## src/rtl/ntt_pass_sequencer.sv

```systemverilog
// ntt_pass_sequencer
//
// Purpose:
//   Breaks one LOG_N-level NTT or inverse NTT into passes of at most LOG_E
//   butterfly levels. It starts those passes one at a time on the shared
//   forward or inverse NTT control engine. Two requesters compete for the
//   engines (0: keyswitch path, 1: host/DMA), and a round-robin pointer picks
//   between them when both ask at once. Only one transform is in flight.
//
// Ports:
//   clk                  clock
//   rstn                 synchronous, active-low reset
//   req_i[1:0]           per-requester transform request, held until ack
//   req_inv_i[1:0]       per-requester direction: 1 = inverse, 0 = forward
//   req_p_i[2*FSIZE-1:0] per-requester modulus, requester i at [FSIZE*i +: FSIZE]
//   ack_o[1:0]           one-cycle pulse: request i accepted, operands latched
//   done_o[1:0]          one-cycle pulse: last pass of requester i finished
//   busy_o               transform in progress, from the ack cycle to the done cycle
//   fwd_start_o          one-cycle start pulse to the forward engine
//   inv_start_o          one-cycle start pulse to the inverse engine
//   eng_p_o              latched modulus for the engines
//   eng_levels_o         butterfly levels in the current pass (1..LOG_E)
//   eng_base_level_o     lowest butterfly level of the current pass
//   fwd_working_i        forward engine busy (rises the cycle after its start)
//   inv_working_i        inverse engine busy
module ntt_pass_sequencer #(
    parameter int LOG_N = 12,
    parameter int LOG_E = 3,
    parameter int FSIZE = 64
) (
    input  logic                       clk,
    input  logic                       rstn,
    input  logic [1:0]                 req_i,
    input  logic [1:0]                 req_inv_i,
    input  logic [2*FSIZE-1:0]         req_p_i,
    output logic [1:0]                 ack_o,
    output logic [1:0]                 done_o,
    output logic                       busy_o,
    output logic                       fwd_start_o,
    output logic                       inv_start_o,
    output logic [FSIZE-1:0]           eng_p_o,
    output logic [$clog2(LOG_E+1)-1:0] eng_levels_o,
    output logic [$clog2(LOG_N)-1:0]   eng_base_level_o,
    input  logic                       fwd_working_i,
    input  logic                       inv_working_i
);

    localparam int NPASS = (LOG_N + LOG_E - 1) / LOG_E;
    localparam int PW    = (NPASS > 1) ? $clog2(NPASS) : 1;
    localparam int LW    = $clog2(LOG_E + 1);
    localparam int BW    = $clog2(LOG_N);
    localparam logic [PW-1:0] LAST_PASS = PW'(NPASS - 1);

    typedef enum logic [2:0] {
        IDLE,
        ISSUE,
        WAIT_HI,
        WAIT_LO,
        DONE
    } state_t;

    state_t           state_q, state_d;
    logic             rr_q, rr_d;
    logic             grant_q, grant_d;
    logic             inv_q, inv_d;
    logic [FSIZE-1:0] p_q, p_d;
    logic [PW-1:0]    pass_q, pass_d;
    logic [LW-1:0]    levels_q, levels_d;
    logic [BW-1:0]    base_q, base_d;

    logic             grant_sel;
    logic             working;
    logic             last_pass;
    logic [PW-1:0]    first_pass;
    logic [PW-1:0]    next_pass;

    function automatic logic [BW-1:0] baseOf(input logic [PW-1:0] k);
        return BW'(int'(k) * LOG_E);
    endfunction

    // The top pass may hold fewer than LOG_E levels when LOG_E does not divide LOG_N.
    function automatic logic [LW-1:0] levelsOf(input logic [PW-1:0] k);
        int remaining;
        remaining = LOG_N - int'(k) * LOG_E;
        if (remaining > LOG_E) begin
            remaining = LOG_E;
        end
        return LW'(remaining);
    endfunction

    // A lone requester wins outright; the pointer only breaks ties.
    assign grant_sel = (req_i == 2'b11) ? rr_q : req_i[1];

    // Only the engine matching the latched direction is watched.
    assign working   = inv_q ? inv_working_i : fwd_working_i;

    // Inverse transforms walk the passes from the top level down.
    assign last_pass  = inv_q ? (pass_q == '0) : (pass_q == LAST_PASS);
    assign next_pass  = inv_q ? (pass_q - PW'(1)) : (pass_q + PW'(1));
    assign first_pass = req_inv_i[grant_sel] ? LAST_PASS : '0;

    always_ff @(posedge clk) begin
        if (!rstn) begin
            state_q  <= IDLE;
            rr_q     <= 1'b0;
            grant_q  <= 1'b0;
            inv_q    <= 1'b0;
            p_q      <= '0;
            pass_q   <= '0;
            levels_q <= '0;
            base_q   <= '0;
        end else begin
            state_q  <= state_d;
            rr_q     <= rr_d;
            grant_q  <= grant_d;
            inv_q    <= inv_d;
            p_q      <= p_d;
            pass_q   <= pass_d;
            levels_q <= levels_d;
            base_q   <= base_d;
        end
    end

    // The pulse outputs are decoded from the state, so they are gated by rstn.
    // That keeps every output quiet while reset is held.
    always_comb begin
        state_d     = state_q;
        rr_d        = rr_q;
        grant_d     = grant_q;
        inv_d       = inv_q;
        p_d         = p_q;
        pass_d      = pass_q;
        levels_d    = levels_q;
        base_d      = base_q;
        ack_o       = 2'b00;
        done_o      = 2'b00;
        fwd_start_o = 1'b0;
        inv_start_o = 1'b0;
        busy_o      = 1'b0;

        if (rstn) begin
            busy_o = (state_q != IDLE);
            unique case (state_q)
                IDLE: begin
                    if (req_i != 2'b00) begin
                        ack_o    = grant_sel ? 2'b10 : 2'b01;
                        busy_o   = 1'b1;
                        grant_d  = grant_sel;
                        rr_d     = ~grant_sel;
                        inv_d    = req_inv_i[grant_sel];
                        p_d      = grant_sel ? req_p_i[2*FSIZE-1:FSIZE] : req_p_i[FSIZE-1:0];
                        pass_d   = first_pass;
                        levels_d = levelsOf(first_pass);
                        base_d   = baseOf(first_pass);
                        state_d  = ISSUE;
                    end
                end
                ISSUE: begin
                    fwd_start_o = ~inv_q;
                    inv_start_o = inv_q;
                    state_d     = WAIT_HI;
                end
                WAIT_HI: begin
                    if (working) begin
                        state_d = WAIT_LO;
                    end
                end
                WAIT_LO: begin
                    if (!working) begin
                        if (last_pass) begin
                            state_d = DONE;
                        end else begin
                            pass_d   = next_pass;
                            levels_d = levelsOf(next_pass);
                            base_d   = baseOf(next_pass);
                            state_d  = ISSUE;
                        end
                    end
                end
                DONE: begin
                    done_o  = grant_q ? 2'b10 : 2'b01;
                    state_d = IDLE;
                end
                default: begin
                    state_d = IDLE;
                end
            endcase
        end
    end

    assign eng_p_o          = p_q;
    assign eng_levels_o     = levels_q;
    assign eng_base_level_o = base_q;

endmodule
```

## config.mk

```make
export PLATFORM = sky130hd
export DESIGN_NAME = ntt_pass_sequencer
export DESIGN_NICKNAME = d
export VERILOG_FILES = /design/src/rtl/ntt_pass_sequencer.sv
export SDC_FILE = /design/constraint.sdc
export NUM_CORES = 1
export LEC_CHECK = 0
export BUFFER_PORTS_ARGS = -buffer_cell sky130_fd_sc_hd__buf_2
export CAP_MARGIN = 20
export CORE_UTILIZATION = 30
export DETAILED_ROUTE_END_ITERATION = 8
export GPL_TIMING_DRIVEN = 0
export PLACE_DENSITY = 0.58
export SLEW_MARGIN = 20
export SYNTH_ARGS = -nofsm -noshare
export SYNTH_HDL_FRONTEND = slang
export SYNTH_SLANG_ARGS = --single-unit
```

## constraint.sdc

```tcl
create_clock -name clk -period 2.2 [get_ports clk]
set_clock_uncertainty 0.2 [all_clocks]
set_input_delay 0.11 -clock clk [delete_from_list [all_inputs] [get_ports clk]]
set_output_delay 0.11 -clock clk [all_outputs]
set_load 0.01 [all_outputs]
```

==> results of run 1 <==
-- synthesized netlist by cell type, types with 2 or more instances --
| cell type | n | share of area (%) |
|---|---|---|
| a21oi_1 | 2 | 0.28 |
| inv_1 | 4 | 0.42 |
| o211a_1 | 40 | 11 |
| nor3_1 | 2 | 0.28 |
| nand2b_1 | 2 | 0.35 |
| a22oi_1 | 5 | 1.0 |
| buf_4 | 4 | 0.83 |
| a22oi_2 | 10 | 3.5 |
| o21ai_0 | 3 | 0.42 |
| a22o_1 | 20 | 4.9 |
| nor4_1 | 2 | 0.35 |
| mux2_2 | 2 | 0.63 |
| dfxtp_1 | 77 | 43 |
| ha_1 | 3 | 1.0 |
| buf_6 | 3 | 0.94 |
| nor3b_1 | 5 | 1.0 |
| buf_2 | 9 | 1.3 |
| nor2b_1 | 4 | 0.70 |
| a21o_1 | 2 | 0.42 |
| nand2_1 | 75 | 7.8 |
| mux2i_1 | 40 | 11 |
| nor2_1 | 14 | 1.5 |
| a21boi_0 | 3 | 0.63 |
| clkbuf_1 | 18 | 1.9 |
-- cell usage in the layout (no fill, tap or decap), drive strengths merged, types with 2 or more instances in the layout --
cell type and n:
buf 232, and2 2, a21boi 3, clkbuf 30, nor3b 5, or2 2
ha 3, mux2 2, a22o 20, a21oi 2, dlygate4sd3 130, nor4 2
nand2b 2, o211a 40, mux2i 40, nor2b 4, o21ai 4, nor3 2
nand2 75, a21o 2, a22oi 15, nor2 15, inv 4, clkinv 2
dfxtp 77
-- worst max-delay path by stage --
stage | startpoint | end | slack (ns)
after global routing | pass_q[0] | eng_base_level_o[3] | 0.005
final | state_q[0] | ack_o[0] | 0.09
after floorplan | state_q[1] | eng_p_o[15] | 0.25
after global placement | state_q[1] | eng_p_o[60] | -0.09
after CTS | state_q[1] | ack_o[0] | 0.01
after detailed placement | state_q[1] | eng_p_o[63] | -0.1
-- critical path, stage by stage, from the launching register on --
cell	delay, ns
dfxtp_1	0.34
or3_4	0.43
nor2_4	0.11
and3_1	0.16
buf_6	0.15
buf_12	0.14
buf_2	0.13
-- layout make-up --
type                       instances  area [sq um]  area share, %
timing repair buffer             348          2407          37.15
multi-input combinational        256          1884          29.08
sequential                        77          1543          23.81
clock buffer                      13         250.2          3.862
buffer                            31         191.4          2.954
tap                              143         178.9          2.761
inverter                           4         15.01         0.2317
clock inverter                     2         10.01         0.1545
-- what timing repair did --
action                                 CTS  global route
pin swaps                                1             2
buffers inserted                         1             5
gates resized for setup                  6            11
setup endpoints to repair               12            22
cloned                                   0             0
hold buffers                           130             0
endpoints found under the hold margin   65             0
-- kinds of logic (layout without fill, tap and decap cells) --
group,after synthesis,in the layout,synth area share [%]
AND/OR/NAND/NOR,116,116,14.49
AO/OA/AOI/OAI,93,93,24.09
flip-flops,77,77,42.82
multiplexers,42,42,11.75
buffers and inverters,38,398,5.318
adder cells (fa/ha/maj),3,3,1.043
XOR/XNOR,2,2,0.4867
-- flip-flops by register name, indices dropped and copies added (netlist names) --
signal	flops
state_q	3
eng_levels_o	2
eng_p_o	64
inv_q	1
pass_q	2
grant_q	1
eng_base_level_o	3
rr_q	1
-- per-layer routing --
| metal | track usage (%) | routed length [um] | part of all wire (%) | vias to the layer above |
|---|---|---|---|---|
| met1 | 22.95 | 5111 | 40 | 1892 |
| met2 | 37.67 | 6460 | 51 | 169 |
| li1 | - | - | - | 2049 |
| met5 | 0 | 0 | 0 | - |
| met3 | 4.409 | 833 | 6.5 | 26 |
| met4 | 8.739 | 344 | 2.7 | 0 |
-- through the flow --
stage	setup slack, ns	util [%]	hold slack [ns]	area [sq um]	total power, W
global route	0.004727	56.03	0.09358	6480	0.004721
floorplan	0.2489	-	0.008950	3600	0.002453
CTS	0.01103	55.53	0.07606	6422	0.004476
global placement	-0.08941	41.85	0.09784	4840	0.002909
detailed placement	-0.09662	41.85	0.09953	4840	0.002930
finish	0.08958	56.03	0.08332	6480	0.004451
-- where the power goes --
group          internal [W]  leakage, nW  switching, W  total, W
Sequential          0.00160        0.638      0.000113   0.00172
Clock              0.000786        0.129      0.000542   0.00133
Combinational      0.000731         2.81      0.000676   0.00141
==> out/qor.log, run 1 <==
qor: routing.route.final.wire_length 12.75 mm
qor: routing.antenna_violating_nets_post_route 0
qor: sta.layout_worst_path_cycle_share 95.93%
qor: outcome.status finished, violations left
qor: placed_design.placer_congestion 0.8038
qor: worst_setup_path.regToRegSetupSlack 0.11 ns
qor: worst_setup_path.critical_path.endpoint_type primary output
qor: sta.slew_of_the_pin_with_the_lowest_slew_margin 0.5464 ns
qor: finish.fillerInstances 1005
qor: global_routing.grt_max_degree 18
qor: synthesis.ys_seq_elements 77
qor: placed_design.place.detailed.hpwl 8.017 mm
qor: sta.setup_viol 0
qor: finish.syn_to_final_growth 80.01%
qor: hold_path.min_delay_worst_endpoint grant_q
qor: sta.final_period_minus_worst_setup_slack 2.110 ns
qor: placed_design.cell_count_after_placement 726
qor: sta.slew-limit-headroom 63.57%
qor: synthesis.synth.lib_cells_used.distinct 46
qor: worst_setup_path.timing.critical_path.fanout_max 10
qor: global_routing.grt_pass1_wl 20.44 mm
qor: synthesis.synth_enable_flop_cells 0
qor: clocking.cts_tree built
qor: worst_setup_path.worst_r2r_endpoint eng_p_o[26]
qor: sta.final-max-slew-violation-count 0
qor: finish.num-nets-final 866
qor: worst_setup_path.required 1.89 ns
qor: synthesis.ys_warn_count 0
qor: global_routing.grt_util_all_layers 20.58%
qor: clocking.cts.clk_slew.worst_paths 0.06 ns
qor: synthesis.synth_flop_cell dfxtp_1
qor: floorplan.die_area 0.01244 sq mm
qor: clocking.tritoncts.num_buffers 9
qor: clocking.cts_max_path_buffers 2
qor: run.max_cap_viol_count 0
qor: worst_setup_path.r2r.worst_path.cells 8
qor: routing.drt-vias-per-instance 4.732
qor: hold_path.min_path_cells 4
qor: sta.grt_setup_unrepaired false
qor: pwr.vdd.ir_drop.worst 0.3088 mV
qor: floorplan.io_pins 213
qor: placed_design.buffer_ports.inserted 212
qor: worst_setup_path.critPathLaunchType register
qor: sta.timing.setup.tns 0 ns
qor: finish.finalNonFillerCells 874
qor: synthesis.post_synth_inst_count 371
qor: worst_setup_path.timing.critical_path.arrival 1.80 ns
qor: synthesis.async_reset_ff_share 0%
qor: clocking.clk_latency 0.32 ns
qor: pwr.pwr_density_cell 686.9 mW/mm^2
qor: floorplan.core_footprint 0.01156 sq mm
qor: floorplan.initial_utilization 31.13%
qor: global_routing.globalRoute.totalOverflow 0
qor: finish.antennaDiodeCount 0
qor: routing.avgRoutedWirePerCell 14.59 um
qor: routing.vias 4136
qor: synthesis.yosysSeqAreaShare 42.82%
qor: sta.maxClockFrequency 473.8 MHz
qor: routing.dr.pass1.iters 7
qor: synthesis.synthesis.area 0.003600 sq mm
qor: pwr.power.leakage 3.573 nW
qor: worst_setup_path.regToRegStartpoint state_q[0]
qor: floorplan.chipWidth 111.5 um
qor: sta.finalHoldViolations 0
qor: routing.drc 15
qor: routing.detailedRoute.firstIterationViolations 189
qor: clocking.htreeDepth 3
qor: hold_path.worst_hold_startpoint rstn
qor: synthesis.post_synth.cell_area_avg 9.703 sq um
qor: global_routing.first_global_vias 4216
qor: outcome.violations design-rule violations
qor: clocking.root_cell_of_the_clock_tree clkbuf_16
qor: floorplan.floorplan.rows 39
qor: synthesis.syn_nets 510
qor: clocking.tritoncts_num_sinks 77
qor: finish.drive_gt1_share 36.53%
qor: hold_path.hold_path_class in2reg
qor: worst_setup_path.timing.setup.critical_path_class reg2out
qor: global_routing.antenna_found_initial 0
qor: floorplan.die_h 111.5 um
No activity file was read; power rests on OpenSTA's default activity.
==> inputs of run 2 (changes only) <==
--- a/config.mk
+++ b/config.mk
@@ -5,12 +5,12 @@
 export SDC_FILE = /design/constraint.sdc
 export NUM_CORES = 1
 export LEC_CHECK = 0
-export BUFFER_PORTS_ARGS = -buffer_cell sky130_fd_sc_hd__buf_2
 export CAP_MARGIN = 20
 export CORE_UTILIZATION = 30
 export DETAILED_ROUTE_END_ITERATION = 8
+export DONT_BUFFER_PORTS = 1
 export GPL_TIMING_DRIVEN = 0
-export PLACE_DENSITY = 0.58
+export PLACE_DENSITY = 0.43
 export SLEW_MARGIN = 20
 export SYNTH_ARGS = -nofsm -noshare
 export SYNTH_HDL_FRONTEND = slang
==> constraint.sdc (replaced) <==
create_clock -name clk -period 2 [get_ports clk]
set_clock_uncertainty 0.2 [all_clocks]
set_input_delay 0.1 -clock clk [delete_from_list [all_inputs] [get_ports clk]]
set_output_delay 0.1 -clock clk [all_outputs]
set_load 0.01 [all_outputs]
==> run 2 against run 1 <==
  * The run now fails in clock tree synthesis (4_1_cts)
  * Synthesized cell count stayed put
  * Synthesized area stayed put
==> out/qor.log, run 2 <==
qor: clocking.root_cell_of_the_clock_tree clkbuf_16
qor: clocking.tritoncts_num_sinks 77 [unchanged]
qor: synthesis.synth_flop_cell dfxtp_1
qor: floorplan.io_pins 213 [unchanged]
qor: synthesis.post_synth_inst_count 371 [unchanged]
qor: synthesis.synth_top_cell_area_share 42.82% [unchanged]
qor: outcome.status did not finish
qor: synthesis.yosysTopAreaCell dfxtp_1
qor: synthesis.ys_warn_count 0 [unchanged]
qor: placed_design.place.detailed.hpwl 7.159 mm [-11%]
qor: synthesis.yosysSeqAreaShare 42.82% [unchanged]
qor: clocking.hold_buffer_count_at_cts 108 [-17%]
qor: floorplan.floorplan.rows 39 [unchanged]
qor: clocking.cts_max_path_buffers 2 [unchanged]
qor: clocking.cts_setup_buffers 7 [+6]
qor: synthesis.yosys.cell_count.top_type dfxtp_1
qor: synthesis.synth.lib_cells_used.distinct 46 [unchanged]
qor: floorplan.chipWidth 111.5 um [unchanged]
qor: synthesis.syn_nets 510 [unchanged]
qor: placed_design.placement.cell_area 0.003779 sq mm [-22%]
qor: floorplan.initial_utilization 31.13% [unchanged]
qor: synthesis.synth_enable_flop_cells 0 [unchanged]
qor: synthesis.ys_seq_elements 77 [unchanged]
qor: synthesis.post_synth_main_area_contributors dfxtp_1 (43%), mux2i_1 (11%), o211a_1 (11%)
qor: placed_design.placer_congestion 0.7173 [-11%]
qor: synthesis.synthesis.area 0.003600 sq mm [unchanged]
qor: clocking.htreeDepth 3 [unchanged]
qor: synthesis.async_reset_ff_share 0% [unchanged]
qor: placed_design.buffer_ports.inserted 0 [-100%]
qor: floorplan.die_h 111.5 um [unchanged]
qor: outcome.firstError [ERROR RSZ-0060] Max buffer count reached.
qor: clocking.ctsResizeCount 27 [+21]
qor: outcome.stop_stage clock tree synthesis (4_1_cts)
qor: synthesis.ys_top_cells_by_count dfxtp_1 (77), nand2_1 (75), mux2i_1 (40), o211a_1 (40), a22o_1 (20)
qor: clocking.tritoncts.num_buffers 9 [unchanged]
qor: synthesis.post_synth.cell_area_avg 9.703 sq um [unchanged]
[run 2: cell counts after synthesis]
No cell type changed its count.
[run 2: logic make-up after synthesis]
| logic type | synth area share, % |
|---|---|
| multiplexers | 11.75 |
| AND/OR/NAND/NOR | 14.49 |
| adder cells (fa/ha/maj) | 1.043 |
| AO/OA/AOI/OAI | 24.09 |
| XOR/XNOR | 0.4867 |
| flip-flops | 42.82 |
| buffers and inverters | 5.318 |
[run 2: per-stage QoR]
step	setup TNS (ns)	cells	setup WS, ns
3_5_place_dp	-8.693	514	-0.3048
3_3_place_gp	-8.258	514	-0.2822
2_1_floorplan	0	371	0.04888
==> inputs of run 3 (changes only) <==
--- a/config.mk
+++ b/config.mk
@@ -6,11 +6,11 @@
 export NUM_CORES = 1
 export LEC_CHECK = 0
 export CAP_MARGIN = 20
-export CORE_UTILIZATION = 30
+export CORE_UTILIZATION = 20
 export DETAILED_ROUTE_END_ITERATION = 8
 export DONT_BUFFER_PORTS = 1
 export GPL_TIMING_DRIVEN = 0
-export PLACE_DENSITY = 0.43
+export PLACE_DENSITY_LB_ADDON = 0.15
 export SLEW_MARGIN = 20
 export SYNTH_ARGS = -nofsm -noshare
 export SYNTH_HDL_FRONTEND = slang
==> run 3 against run 2 <==
  * The run again fails in clock tree synthesis (4_1_cts)
  * Synthesized area did not move
  * Synthesized cell count did not move
==> out/qor.log, run 3 <==
qor: clocking.ctsResizeCount 27 [unchanged]
qor: synthesis.syn_nets 510 [unchanged]
qor: placed_design.buffer_ports.inserted 0 [unchanged]
qor: floorplan.initial_utilization 20.67% [-10 points]
qor: floorplan.chipWidth 136.2 um [+22%]
qor: clocking.hold_buffer_count_at_cts 125 [+16%]
qor: synthesis.post_synth_main_area_contributors dfxtp_1 (43%), mux2i_1 (11%), o211a_1 (11%)
qor: synthesis.ys_warn_count 0 [unchanged]
qor: synthesis.yosysTopAreaCell dfxtp_1
qor: clocking.root_cell_of_the_clock_tree clkbuf_16
qor: placed_design.placement.cell_area 0.003881 sq mm [+2.7%]
qor: synthesis.synth.lib_cells_used.distinct 46 [unchanged]
qor: clocking.cts_setup_buffers 11 [+4]
qor: clocking.htreeDepth 3 [unchanged]
qor: synthesis.async_reset_ff_share 0% [unchanged]
qor: clocking.tritoncts_num_sinks 77 [unchanged]
qor: synthesis.synthesis.area 0.003600 sq mm [unchanged]
qor: floorplan.die_h 136.2 um [+22%]
qor: synthesis.post_synth.cell_area_avg 9.703 sq um [unchanged]
qor: synthesis.synth_flop_cell dfxtp_1
qor: synthesis.ys_top_cells_by_count dfxtp_1 (77), nand2_1 (75), mux2i_1 (40), o211a_1 (40), a22o_1 (20)
qor: synthesis.synth_top_cell_area_share 42.82% [unchanged]
qor: synthesis.yosysSeqAreaShare 42.82% [unchanged]
qor: synthesis.synth_enable_flop_cells 0 [unchanged]
qor: synthesis.ys_seq_elements 77 [unchanged]
qor: placed_design.dp_worst_setup_slack -0.3391 ns [-0.03433 ns]
qor: floorplan.io_pins 213 [unchanged]
qor: outcome.firstError [ERROR RSZ-0060] Max buffer count reached.
qor: synthesis.yosys.cell_count.top_type dfxtp_1
qor: synthesis.post_synth_inst_count 371 [unchanged]
qor: placed_design.placer_congestion 0.7683 [+7.1%]
qor: outcome.status did not finish
qor: clocking.tritoncts.num_buffers 9 [unchanged]
qor: clocking.cts_max_path_buffers 2 [unchanged]
qor: outcome.stop_stage clock tree synthesis (4_1_cts)
qor: floorplan.floorplan.rows 48 [+23%]
qor: placed_design.place.detailed.hpwl 8.358 mm [+17%]
qor: placed_design.cell_count_after_placement 596 [+16%]
==> run 3: cell counts after synthesis <==
No cell type changed its count.
==> run 3: kinds of logic after synthesis <==
| family | Yosys count | share of synthesized area (%) |
|---|---|---|
| AOI/OAI and AO/OA | 93 | 24.09 |
| xor gates and xnor gates | 2 | 0.4867 |
| adders and majority gates | 3 | 1.043 |
| buffers and inverters | 38 | 5.318 |
| DFF | 77 | 42.82 |
| muxes | 42 | 11.75 |
| and+or+nand+nor | 116 | 14.49 |
==> run 3: stage by stage <==
step	hold slack, ns	utilization (%)
floorplan	-0.001050	-
global placement	0.001500	22.28
detailed placement	0.004593	22.28
